**src/rtl/fp_int_mul_seq.sv**
```systemverilog
// Bit-serial job sequencer for fp_int_mul: one PEND slot plus one ACT slot stream weights MSB-first.
// Latency: first bit two cycles after acceptance when idle, else immediately after the previous job's last bit.
// Backpressure: in_ready = !pend_valid | take, forced low by flush; optional counters under FP_INT_SEQ_PERF_EN.
module fp_int_mul_seq #(
   parameter int ACT_WIDTH     = 16,
   parameter int MAX_PRECISION = 8
) (
   input  logic                     clk,
   input  logic                     rst,
   input  logic                     in_valid,
   output logic                     in_ready,
   input  logic [ACT_WIDTH-1:0]     in_act,
   input  logic [MAX_PRECISION-1:0] in_wgt,
   input  logic [3:0]               in_prec,
   input  logic                     flush,
   output logic                     mul_valid,
   output logic [ACT_WIDTH-1:0]     mul_act,
   output logic                     mul_w,
   output logic [3:0]               mul_precision,
   output logic                     job_first,
   output logic                     job_last,
   output logic                     busy,
   output logic                     prec_err
`ifdef FP_INT_SEQ_PERF_EN
   ,
   input  logic                     perf_clr,
   output logic [31:0]              perf_jobs,
   output logic [31:0]              perf_bits,
   output logic [31:0]              perf_stall
`endif
);

   typedef enum logic {S_IDLE = 1'b0, S_RUN = 1'b1} state_t;

   state_t                   state_q, state_d;
   logic                     pend_valid;
   logic [ACT_WIDTH-1:0]     pend_act, act_a;
   logic [MAX_PRECISION-1:0] pend_wgt, wgt_a;
   logic [3:0]               pend_prec, prec_a;
   logic [2:0]               bit_cnt, bit_cnt_d;
   logic [2:0]               w_idx;
   logic                     last, take, accept, prec_bad;
   logic [3:0]               prec_san;

   assign last     = (state_q == S_RUN) && ((prec_a - 4'd1) == {1'b0, bit_cnt});
   assign take     = pend_valid && ((state_q == S_IDLE) || last);
   assign in_ready = !flush && (!pend_valid || take);
   assign accept   = in_valid && in_ready;
   assign busy     = pend_valid || (state_q == S_RUN);

   assign prec_bad = (in_prec == 4'd0) || (in_prec > 4'(MAX_PRECISION));
   assign prec_san = prec_bad ? 4'(MAX_PRECISION) : in_prec;

   // prec 8 wraps to index 0 in 3 bits, so the subtraction still lands on the MSB.
   assign w_idx = prec_a[2:0] - 3'd1 - bit_cnt;

   // act_a/prec_a only change on take, so they naturally hold while idle.
   assign mul_act       = act_a;
   assign mul_precision = prec_a;

   always_comb begin
      state_d   = state_q;
      bit_cnt_d = bit_cnt;
      mul_valid = 1'b0;
      mul_w     = 1'b0;
      job_first = 1'b0;
      job_last  = 1'b0;
      if (state_q == S_RUN) begin
         mul_valid = 1'b1;
         mul_w     = wgt_a[w_idx];
         job_first = (bit_cnt == 3'd0);
         job_last  = last;
      end
      if (flush) begin
         state_d   = S_IDLE;
         bit_cnt_d = 3'd0;
      end else if (take) begin
         state_d   = S_RUN;
         bit_cnt_d = 3'd0;
      end else if (last) begin
         state_d   = S_IDLE;
         bit_cnt_d = 3'd0;
      end else if (state_q == S_RUN) begin
         bit_cnt_d = bit_cnt + 3'd1;
      end
   end

   always_ff @(posedge clk or negedge rst) begin
      if (!rst) begin
         state_q    <= S_IDLE;
         bit_cnt    <= 3'd0;
         pend_valid <= 1'b0;
         pend_act   <= '0;
         pend_wgt   <= '0;
         pend_prec  <= 4'd0;
         act_a      <= '0;
         wgt_a      <= '0;
         prec_a     <= 4'd0;
         prec_err   <= 1'b0;
      end else begin
         state_q  <= state_d;
         bit_cnt  <= bit_cnt_d;
         prec_err <= accept && prec_bad;
         // A same-edge accept overwrites PEND while its old content moves into ACT.
         if (flush) begin
            pend_valid <= 1'b0;
         end else if (accept) begin
            pend_valid <= 1'b1;
            pend_act   <= in_act;
            pend_wgt   <= in_wgt;
            pend_prec  <= prec_san;
         end else if (take) begin
            pend_valid <= 1'b0;
         end
         if (take && !flush) begin
            act_a  <= pend_act;
            wgt_a  <= pend_wgt;
            prec_a <= pend_prec;
         end
      end
   end

`ifdef FP_INT_SEQ_PERF_EN
   always_ff @(posedge clk or negedge rst) begin
      if (!rst) begin
         perf_jobs  <= 32'd0;
         perf_bits  <= 32'd0;
         perf_stall <= 32'd0;
      end else if (perf_clr) begin
         perf_jobs  <= 32'd0;
         perf_bits  <= 32'd0;
         perf_stall <= 32'd0;
      end else begin
         if (take && !flush && (perf_jobs != 32'hFFFF_FFFF))
            perf_jobs <= perf_jobs + 32'd1;
         if (mul_valid && (perf_bits != 32'hFFFF_FFFF))
            perf_bits <= perf_bits + 32'd1;
         if (in_valid && !in_ready && (perf_stall != 32'hFFFF_FFFF))
            perf_stall <= perf_stall + 32'd1;
      end
   end
`endif

endmodule
```
**config.mk**
```make
export PLATFORM = sky130hd
export DESIGN_NAME = fp_int_mul_seq
export DESIGN_NICKNAME = d
export VERILOG_FILES = /design/src/rtl/fp_int_mul_seq.sv
export SDC_FILE = /design/constraint.sdc
export NUM_CORES = 1
export LEC_CHECK = 0
export CELL_PAD_IN_SITES_DETAIL_PLACEMENT = 1
export CELL_PAD_IN_SITES_GLOBAL_PLACEMENT = 1
export CORE_MARGIN = 4
export CORE_UTILIZATION = 41
export CTS_CLUSTER_SIZE = 16
export DETAILED_ROUTE_END_ITERATION = 10
export PLACE_DENSITY_LB_ADDON = 0.15
export SYNTH_ARGS = -nofsm -noshare
export SYNTH_HDL_FRONTEND = slang
export SYNTH_SLANG_ARGS = --single-unit
```
**constraint.sdc**
```tcl
create_clock -name clk -period 3.2 [get_ports clk]
set_input_delay 0.32 -clock clk [delete_from_list [all_inputs] [get_ports clk]]
set_output_delay 0.32 -clock clk [all_outputs]
set_load 0.02 [all_outputs]
```
==> metrics.yaml, run 1 <==
global_route:
  grt_pass1_wl_um: 9273
  grt.overflow.total: 0
  antenna_found_initial: 0
  grt_max_degree: 63
  track_usage: 0.1577
  grt_pass1_vias: 1895
critical_path:
  arrival_ns: 2.70
  crit_path_start_kind: "flip-flop"
  crit_path_cell_trace: "inv_1, ha_1, xor3_2, or3_4, o211ai_1, nor2b_1, clkdlybuf4s50_1"
  required_ns: 2.88
  cp.depth: 7
  max_stage_delay_ns: 0.61
  path_delay_family: "buffers and inverters"
  criticalPathCategory: "flip-flop to primary output"
  slowest_stage: "clkdlybuf4s50_1"
  worstRegToRegCells: 7
  critPathMaxFanout: 6
  worstSetupEndpointType: "primary output"
  path_buf_inv: 2
floorplanning:
  initial_core_util: 0.4227
  ios: 59
  die_w_um: 88.91
  rows: 29
  core_mm2: 0.006350
  die_h_um: 88.91
  dieArea_mm2: 0.007904
clock_network:
  clk_latency_ns: 0.32
  cts_tree: "built"
  cts_hold_buf: 0
  cts-htree-levels: 3
  cts_inserted_buffers: 9
  cts.sinks: 62
  cts_root_buffer: "clkbuf_8"
  clk_pin_slew_ns: 0.07
  cts_buffer_depth: 2
yosys:
  synth_area_per_cell_um2: 14.35
  synth_ff_type: "dfrtp_1"
  synthSimpleGateAreaFrac: 0.04615
  synth-compound-area-share: 0.05221
  syn-num-nets: 224
  synth_area_leaders: "dfrtp_1 (58%), mux2_2 (22%), ha_1 (1.9%)"
  ys_warn_count: 0
  synth_seq_cells: 62
  synthArstFlopShare: 1.000
  netlist_area_mm2: 0.002684
  post_synth_num_cell_types: 34
  synth_edf_count: 0
  seq_area_frac_synth: 0.5781
  synth_top_family_by_area: "multiplexers"
  yosysTopAreaCell: "dfrtp_1"
  synth_top_area_frac: 0.5781
  synth-adder-area-share: 0.02611
  synth_xor_area_frac: 0.02564
  synthCells: 187
  muxShareOfSynthArea: 0.2424
timing:
  finalSetupViolCount: 0
  min_period_ns: 3.024
  hold_violations: 0
  tightest_slew_ns: 0.7938
  fin_crit_sh: 0.9451
  slew_headroom: 0.4708
  rsz0062_at_grt: "no"
  setup_tns_ns: 0
  fin_skew_ns: 0.005489
  max_freq_ghz: 0.3307
  drv_slew: 0
placed_design:
  dp_hpwl_um: 3978
  gp_congestion: 0.8180
  port_buffers: 58
  dp_cells: 319
flow_run:
  maxCapViolations: 0
cells_and_area:
  area_growth_syn_to_layout_pct: 32.21
  final_nets: 291
  stdcell_count: 333
  n_antenna_cell: 0
  drive_gt1_frac: 0.3008
  fillers: 647
drt:
  routed_via_density: 5.093
  wl_per_cell_um: 17.21
  via_count: 1696
  drtAntennaViolNets: 0
  drt_first_pass_iters: 3
  drt-total-wl_um: 5731
  drc: 0
  drtIter0Drc: 24
pwr:
  switchingPower_uw: 952.9
  power_density_mw_per_mm2: 859.1
  seq_power_share: 0.395
  combPwrFrac: 0.380
  ir_worst_vdd_mv: 0.4148
  intPower_mw: 2.095
  p_leak_nw: 1.489
  pwr-share-clk: 0.225
  swShare: 0.3126
worst_hold_path:
  hp-class: "primary input to asynchronous set/reset pin"
run_status:
  status: "finished, final reports clean"
==> cells by family after synthesis <==
group           count (synthesis)
buf+inv                        16
mux                            56
xor+xnor                        6
fa+ha+maj                       5
compound gates                 17
flops                          62
simple gates                   25
==> layout make-up <==
type | count | area, µm² | share of cell area
inverters | 9 | 33.78 | 0.009520
clock buffers | 12 | 165.2 | 0.04654
multi-input cells | 109 | 1059 | 0.2983
repair buffers | 63 | 613.1 | 0.1728
clock inverters | 1 | 30.03 | 0.008463
flip-flops and latches | 62 | 1551 | 0.4372
well taps | 77 | 96.34 | 0.02715
==> per-layer routing <==
metal | share of wire | global-route usage | routed length, µm | vias to the layer above
li1 | - | - | - | 788
met4 | 0.023 | 0.08654 | 132 | 0
met5 | 0 | 0 | 0 | -
met3 | 0.062 | 0.04424 | 356 | 11
met2 | 0.49 | 0.2497 | 2797 | 49
met1 | 0.43 | 0.1950 | 2445 | 848
==> synthesized netlist by cell type (2+ instances only) <==
cell type and number:
mux4_2 2, ha_1 4, mux2i_1 2, dfrtp_1 62
buf_2 2, clkbuf_1 2, xnor2_1 4, nand2_1 5
nand2b_1 3, buf_6 2, nor2_1 8, inv_1 9
mux2_2 52, o31ai_1 2, a32o_1 3, a21oi_1 2
o21ai_0 3, or3_1 2, nor3_1 3
==> power groups by stage <==
| stage | clock, mW | combinational (mW) | sequential [mW] |
|---|---|---|---|
| floorplan | 0 | 0.571 | 1.34 |
| global placement | 0 | 1.13 | 1.21 |
| detailed placement | 0 | 1.16 | 1.22 |
| CTS | 0.712 | 1.17 | 1.21 |
| global route | 0.751 | 1.25 | 1.24 |
| finish | 0.686 | 1.16 | 1.20 |
==> flip-flops by register name, indices dropped and copies added (netlist names) <==
register / count
pend_wgt: 8
bit_cnt: 3
prec_err: 1
pend_valid: 1
pend_prec: 4
wgt_a: 8
pend_act: 16
mul_act: 16
state_q: 1
mul_precision: 4
==> final timing paths <==
check                                              from                      endpoint  slack [ns]
max                        mul_precision[1]$_DFFE_PN0P_                      in_ready        0.18
min                                                 rst  mul_precision[2]$_DFFE_PN0P_        0.15
max reg2reg                mul_precision[1]$_DFFE_PN0P_       pend_wgt[1]$_DFFE_PN0P_        0.68
min reg2reg                     pend_wgt[3]$_DFFE_PN0P_          wgt_a[3]$_DFFE_PN0P_        0.50
max in group asynchronous                           rst       mul_act[11]$_DFFE_PN0P_        2.52
min in group clk                pend_wgt[3]$_DFFE_PN0P_          wgt_a[3]$_DFFE_PN0P_        0.50
==> layout by cell type (no fill, tap or decap), drive strengths merged, types with 2 or more instances in the layout <==
cell | synthesis | layout
buf | 4 | 6
mux2i | 2 | 2
a32o | 3 | 3
inv | 9 | 9
clkdlybuf4s50 | 0 | 57
nand2 | 5 | 5
xnor2 | 4 | 4
nor3 | 3 | 3
o31ai | 3 | 3
nand2b | 3 | 3
a21oi | 2 | 2
or3 | 2 | 2
nor2 | 8 | 8
ha | 4 | 4
clkbuf | 3 | 12
mux4 | 2 | 2
mux2 | 52 | 52
o21ai | 3 | 3
dfrtp | 62 | 62
==> per-stage QoR <==
stage	instance area [µm²]	setup slack [ns]	hold WS, ns	power [mW]	utilization
2_1_floorplan	2684	0.6729	0.02441	1.907	-
3_3_place_gp	3341	0.3830	0.4805	2.343	0.5261
3_5_place_dp	3341	0.2994	0.4890	2.382	0.5261
4_1_cts	3543	0.09816	0.1794	3.095	0.5580
5_1_grt	3548	0.03001	0.2273	3.247	0.5588
6_report	3548	0.1758	0.1527	3.048	0.5588
==> what timing repair did <==
| action | CTS | global route |
|---|---|---|
| buffers inserted | 1 | 0 |
| endpoints found under the setup margin | 1 | 1 |
| gates resized for setup | 0 | 1 |
| pin swaps | 1 | 0 |
(Power assumes the default switching activity.)
==> run 2, diff against run 1 <==
- PLACE_DENSITY: not set -> 0.87
- PLACE_DENSITY_LB_ADDON: 0.15 -> not set
==> metrics.yaml, run 2 (synthesis gave the netlist of run 1 again) <==
timing:
  fin_crit_sh: 0.9467
  setup_tns_ns: 0
  rsz0062_at_grt: "no"
  slew_headroom: 0.3243
  max_freq_ghz: 0.3301
  tightest_slew_ns: 1.013
  finalSetupViolCount: 0
  min_period_ns: 3.029
  fin_skew_ns: 0.006400
  hold_violations: 0
  drv_slew: 0
cells_and_area:
  final_common_cell: "dfrtp_1"
  final_nets: 291
  n_antenna_cell: 0
  final_area_mm2: 0.003525
  regArea_mm2: 0.001551
  drive_gt1_frac: 0.3023
  fillers: 654
  layout_common_cells: "dfrtp_1 (62), clkdlybuf4s50_1 (56), mux2_2 (52), clkbuf_8 (11), inv_1 (9)"
  area_growth_syn_to_layout_pct: 31.33
  multi_input_area_mm2: 0.001054
pwr:
  ir_worst_vdd_mv: 0.4539
  power_density_mw_per_mm2: 840.9
  p_leak_nw: 1.487
drt:
  top_layer: "met4"
  drc: 0
  wl_per_cell_um: 17.42
  m1WireLength_um: 2468
  wl_met3_um: 295
  route.met2.wl_um: 2936
  drtAntennaViolNets: 0
  via_count: 1762
  drt-total-wl_um: 5835
  drtIter0Drc: 37
  routed_via_density: 5.260
  drt_first_pass_iters: 4
global_route:
  grt_pass1_vias: 1922
  grt_pass1_wl_um: 9439
  track_usage: 0.1620
  grt.overflow.total: 0
  grt_max_degree: 47
  antenna_found_initial: 0
critical_path:
  arrival_ns: 2.71
  timing.rr.start: "mul_precision[1]$_DFFE_PN0P_"
  crit_path_cell_trace: "inv_1, ha_1, xor3_2, or3_1, nor3_1, clkdlybuf4s50_1"
  criticalPathCategory: "flip-flop to primary output"
  path_delay_family: "simple AND/OR/NAND/NOR gates"
  worstSetupEndpointType: "primary output"
  critPathLaunch: "mul_precision[1]$_DFFE_PN0P_"
  slowest_stage: "clkdlybuf4s50_1"
  max_stage_delay_ns: 0.65
  path_buf_inv: 2
  critPathMaxFanout: 6
  required_ns: 2.88
  crit_path_start_kind: "flip-flop"
clock_network:
  cts_inserted_buffers: 9
  clk_pin_slew_ns: 0.07
  clk_latency_ns: 0.33
  cts-htree-levels: 3
  cts_tree: "built"
  cts.sinks: 62
  cts_buffer_depth: 2
  cts_root_buffer: "clkbuf_8"
placed_design:
  dp_hpwl_um: 4063
  port_buffers: 58
  gp_congestion: 0.7999
  placed_cell_area_mm2: 0.003341
floorplanning:
  dieArea_mm2: 0.007904
  die_w_um: 88.91
  initial_core_util: 0.4227
  rows: 29
  ios: 59
  die_h_um: 88.91
  core_mm2: 0.006350
run_status:
  status: "finished, final reports clean"
flow_run:
  maxCapViolations: 0
worst_hold_path:
  hp-class: "primary input to asynchronous set/reset pin"
[run 2: layer usage]
metal | vias to the layer above | global-route usage
met5 | - | 0
met4 | 0 | 0.07967
met3 | 16 | 0.04793
met2 | 45 | 0.2665
met1 | 898 | 0.1939
li1 | 803 | -
[run 2: cell type report]
type,count,share of cell area
Tap cell,77,0.02733
Clock buffer,11,0.04295
Multi-Input combinational cell,109,0.2989
Timing Repair Buffer,63,0.1747
Sequential cell,62,0.4402
Inverter,9,0.009585
Clock inverter,4,0.006390
[run 2: what timing repair did]
action / in CTS / in global routing
hold buffers: 0 / 0
gates resized for setup: 0 / 1
pin swaps: 1 / 0
setup endpoints to repair: 1 / 1
setup buffers: 1 / 0
[run 2: power breakdown]
part           switching (mW)  leakage (nW)  internal [mW]
registers               0.167         0.749           1.05
clock network           0.294        0.0910          0.315
logic                   0.509         0.648          0.632
[run 2: worst paths after layout]
check,to,slack [ns],cells past startpoint
min in group clk,mul_act[6]$_DFFE_PN0P_,0.50,1
setup / recovery,job_last,0.17,6
hold / removal,pend_act[10]$_DFFE_PN0P_,0.16,1
setup reg to reg,pend_act[5]$_DFFE_PN0P_,0.57,7
max in group asynchronous,wgt_a[5]$_DFFE_PN0P_,2.23,2
hold reg to reg,mul_act[6]$_DFFE_PN0P_,0.50,1
[run 2: stage by stage]
| stage | hold slack (ns) | instances | utilization | power [mW] | setup WS [ns] |
|---|---|---|---|---|---|
| after floorplan | 0.02441 | 187 | - | 1.907 | 0.6729 |
| after global routing | 0.2360 | 335 | 0.5551 | 3.151 | 0.05690 |
| after detailed placement | 0.4906 | 319 | 0.5261 | 2.378 | 0.2641 |
| after CTS | 0.1923 | 335 | 0.5547 | 3.005 | 0.0007916 |
| after global placement | 0.4805 | 319 | 0.5261 | 2.333 | 0.3741 |
| final | 0.1602 | 335 | 0.5551 | 2.964 | 0.1705 |
==> run 3, diff against run 2 <==
- SETUP_SLACK_MARGIN: not set -> 0.15
==> metrics.yaml, run 3 (synthesis gave the netlist of run 1 again) <==
timing:
  slew_headroom: 0.3222
  fin_crit_sh: 0.8973
  max_freq_ghz: 0.3483
  setup_tns_ns: 0
  drv_slew: 0
  hold_violations: 0
  fin_skew_ns: 0.006172
  tightest_slew_ns: 1.017
  min_period_ns: 2.871
  rsz0062_at_grt: "no"
  finalSetupViolCount: 0
critical_path:
  timing.rr.start: "mul_precision[1]$_DFFE_PN0P_"
  worstRegToRegCells: 7
  crit_path_start_kind: "flip-flop"
  critPathLaunch: "mul_precision[1]$_DFFE_PN0P_"
  criticalPathCategory: "flip-flop to primary output"
  critPathMaxFanout: 6
  crit_path_cell_trace: "inv_1, ha_1, xor3_2, or3_1, o211ai_1, nor2b_1, clkdlybuf4s15_1"
  path_delay_family: "simple AND/OR/NAND/NOR gates"
  slowest_stage: "or3_1"
  regToRegEndpoint: "pend_act[5]$_DFFE_PN0P_"
  path_buf_inv: 2
  max_stage_delay_ns: 0.50
  required_ns: 2.88
  arrival_ns: 2.55
  reg2reg_slack_ns: 0.57
  worstSetupEndpointType: "primary output"
floorplanning:
  rows: 29
  die_w_um: 88.91
  ios: 59
  core_mm2: 0.006350
  dieArea_mm2: 0.007904
  die_h_um: 88.91
  initial_core_util: 0.4227
pwr:
  ir_worst_vdd_mv: 0.4563
  p_leak_nw: 1.514
  p_total_mw: 2.962
  power_density_mw_per_mm2: 839.7
clock_network:
  cts-htree-levels: 3
  cts.sinks: 62
  cts_buffer_depth: 2
  cts_root_buffer: "clkbuf_8"
  cts_tree: "built"
  clk_latency_ns: 0.33
  cts_inserted_buffers: 9
  clk_pin_slew_ns: 0.07
global_route:
  antenna_found_initial: 0
  grt.overflow.total: 0
  track_usage: 0.1620
  grt_pass1_wl_um: 9439
  grt_max_degree: 47
  grt_pass1_vias: 1922
cells_and_area:
  final_common_cell: "dfrtp_1"
  final_nets: 291
  n_antenna_cell: 0
  area_growth_syn_to_layout_pct: 31.42
  fillers: 653
  post-route-util: 0.5555
  drive_gt1_frac: 0.3023
  final_area_mm2: 0.003527
  layout_common_cells: "dfrtp_1 (62), clkdlybuf4s50_1 (54), mux2_2 (52), clkbuf_8 (11), inv_1 (9)"
flow_run:
  maxCapViolations: 0
drt:
  drc: 0
  drtIter0Drc: 32
  via_count: 1760
  drtAntennaViolNets: 0
  wl_per_cell_um: 17.30
  drt-total-wl_um: 5795
  drt_first_pass_iters: 4
  routed_via_density: 5.254
placed_design:
  gp_congestion: 0.7999
  placed_cell_area_mm2: 0.003341
  dp_hpwl_um: 4063
  port_buffers: 58
run_status:
  status: "finished, final reports clean"
worst_hold_path:
  hp-class: "primary input to asynchronous set/reset pin"
## run 3: worst max-delay path by stage
stage	cells after the start	to
after floorplan	8	pend_act[0]$_DFFE_PN0P_
after CTS	6	job_last
after global placement	7	in_ready
after global routing	7	in_ready
final	7	in_ready
after detailed placement	7	in_ready
## run 3: per-stage QoR
stage / cells / setup WS (ns) / hold slack [ns]
after floorplan: 187 / 0.6729 / 0.02441
after global placement: 319 / 0.3741 / 0.4805
after detailed placement: 319 / 0.2641 / 0.4906
after CTS: 335 / 0.1778 / 0.1923
after global routing: 335 / 0.1579 / 0.2366
final: 335 / 0.3288 / 0.1621
## run 3: timing repair
action / CTS / global route
pin swaps: 1 / 0
setup endpoints to repair: 1 / 3
gates cloned: 0 / 0
resized for setup: 1 / 3
hold buffers: 0 / 0
setup buffers: 1 / 0
## run 3: per-layer routing
metal / vias to the layer above / GRT usage / routed length [µm] / part of all wire
li1: 804 / - / - / -
met1: 895 / 0.1939 / 2462 / 0.42
met2: 45 / 0.2665 / 2900 / 0.50
met3: 16 / 0.04793 / 299 / 0.052
met4: 0 / 0.07967 / 133 / 0.023
met5: - / 0 / 0 / 0
## run 3: layout make-up
class / count / area [µm²] / share of cell area
repair buffers: 63 / 618.1 / 0.1752
clock buffers: 11 / 151.4 / 0.04292
clock inverters: 4 / 22.52 / 0.006385
well taps: 77 / 96.34 / 0.02731
flip-flops and latches: 62 / 1551 / 0.4399
inverters: 9 / 33.78 / 0.009578
multi-input cells: 109 / 1054 / 0.2987
## run 3: power breakdown
part | internal [mW] | total (mW) | switching (mW)
registers | 1.05 | 1.21 | 0.167
logic | 0.630 | 1.14 | 0.509
clock network | 0.315 | 0.608 | 0.294
total | 1.99 | 2.96 | 0.969
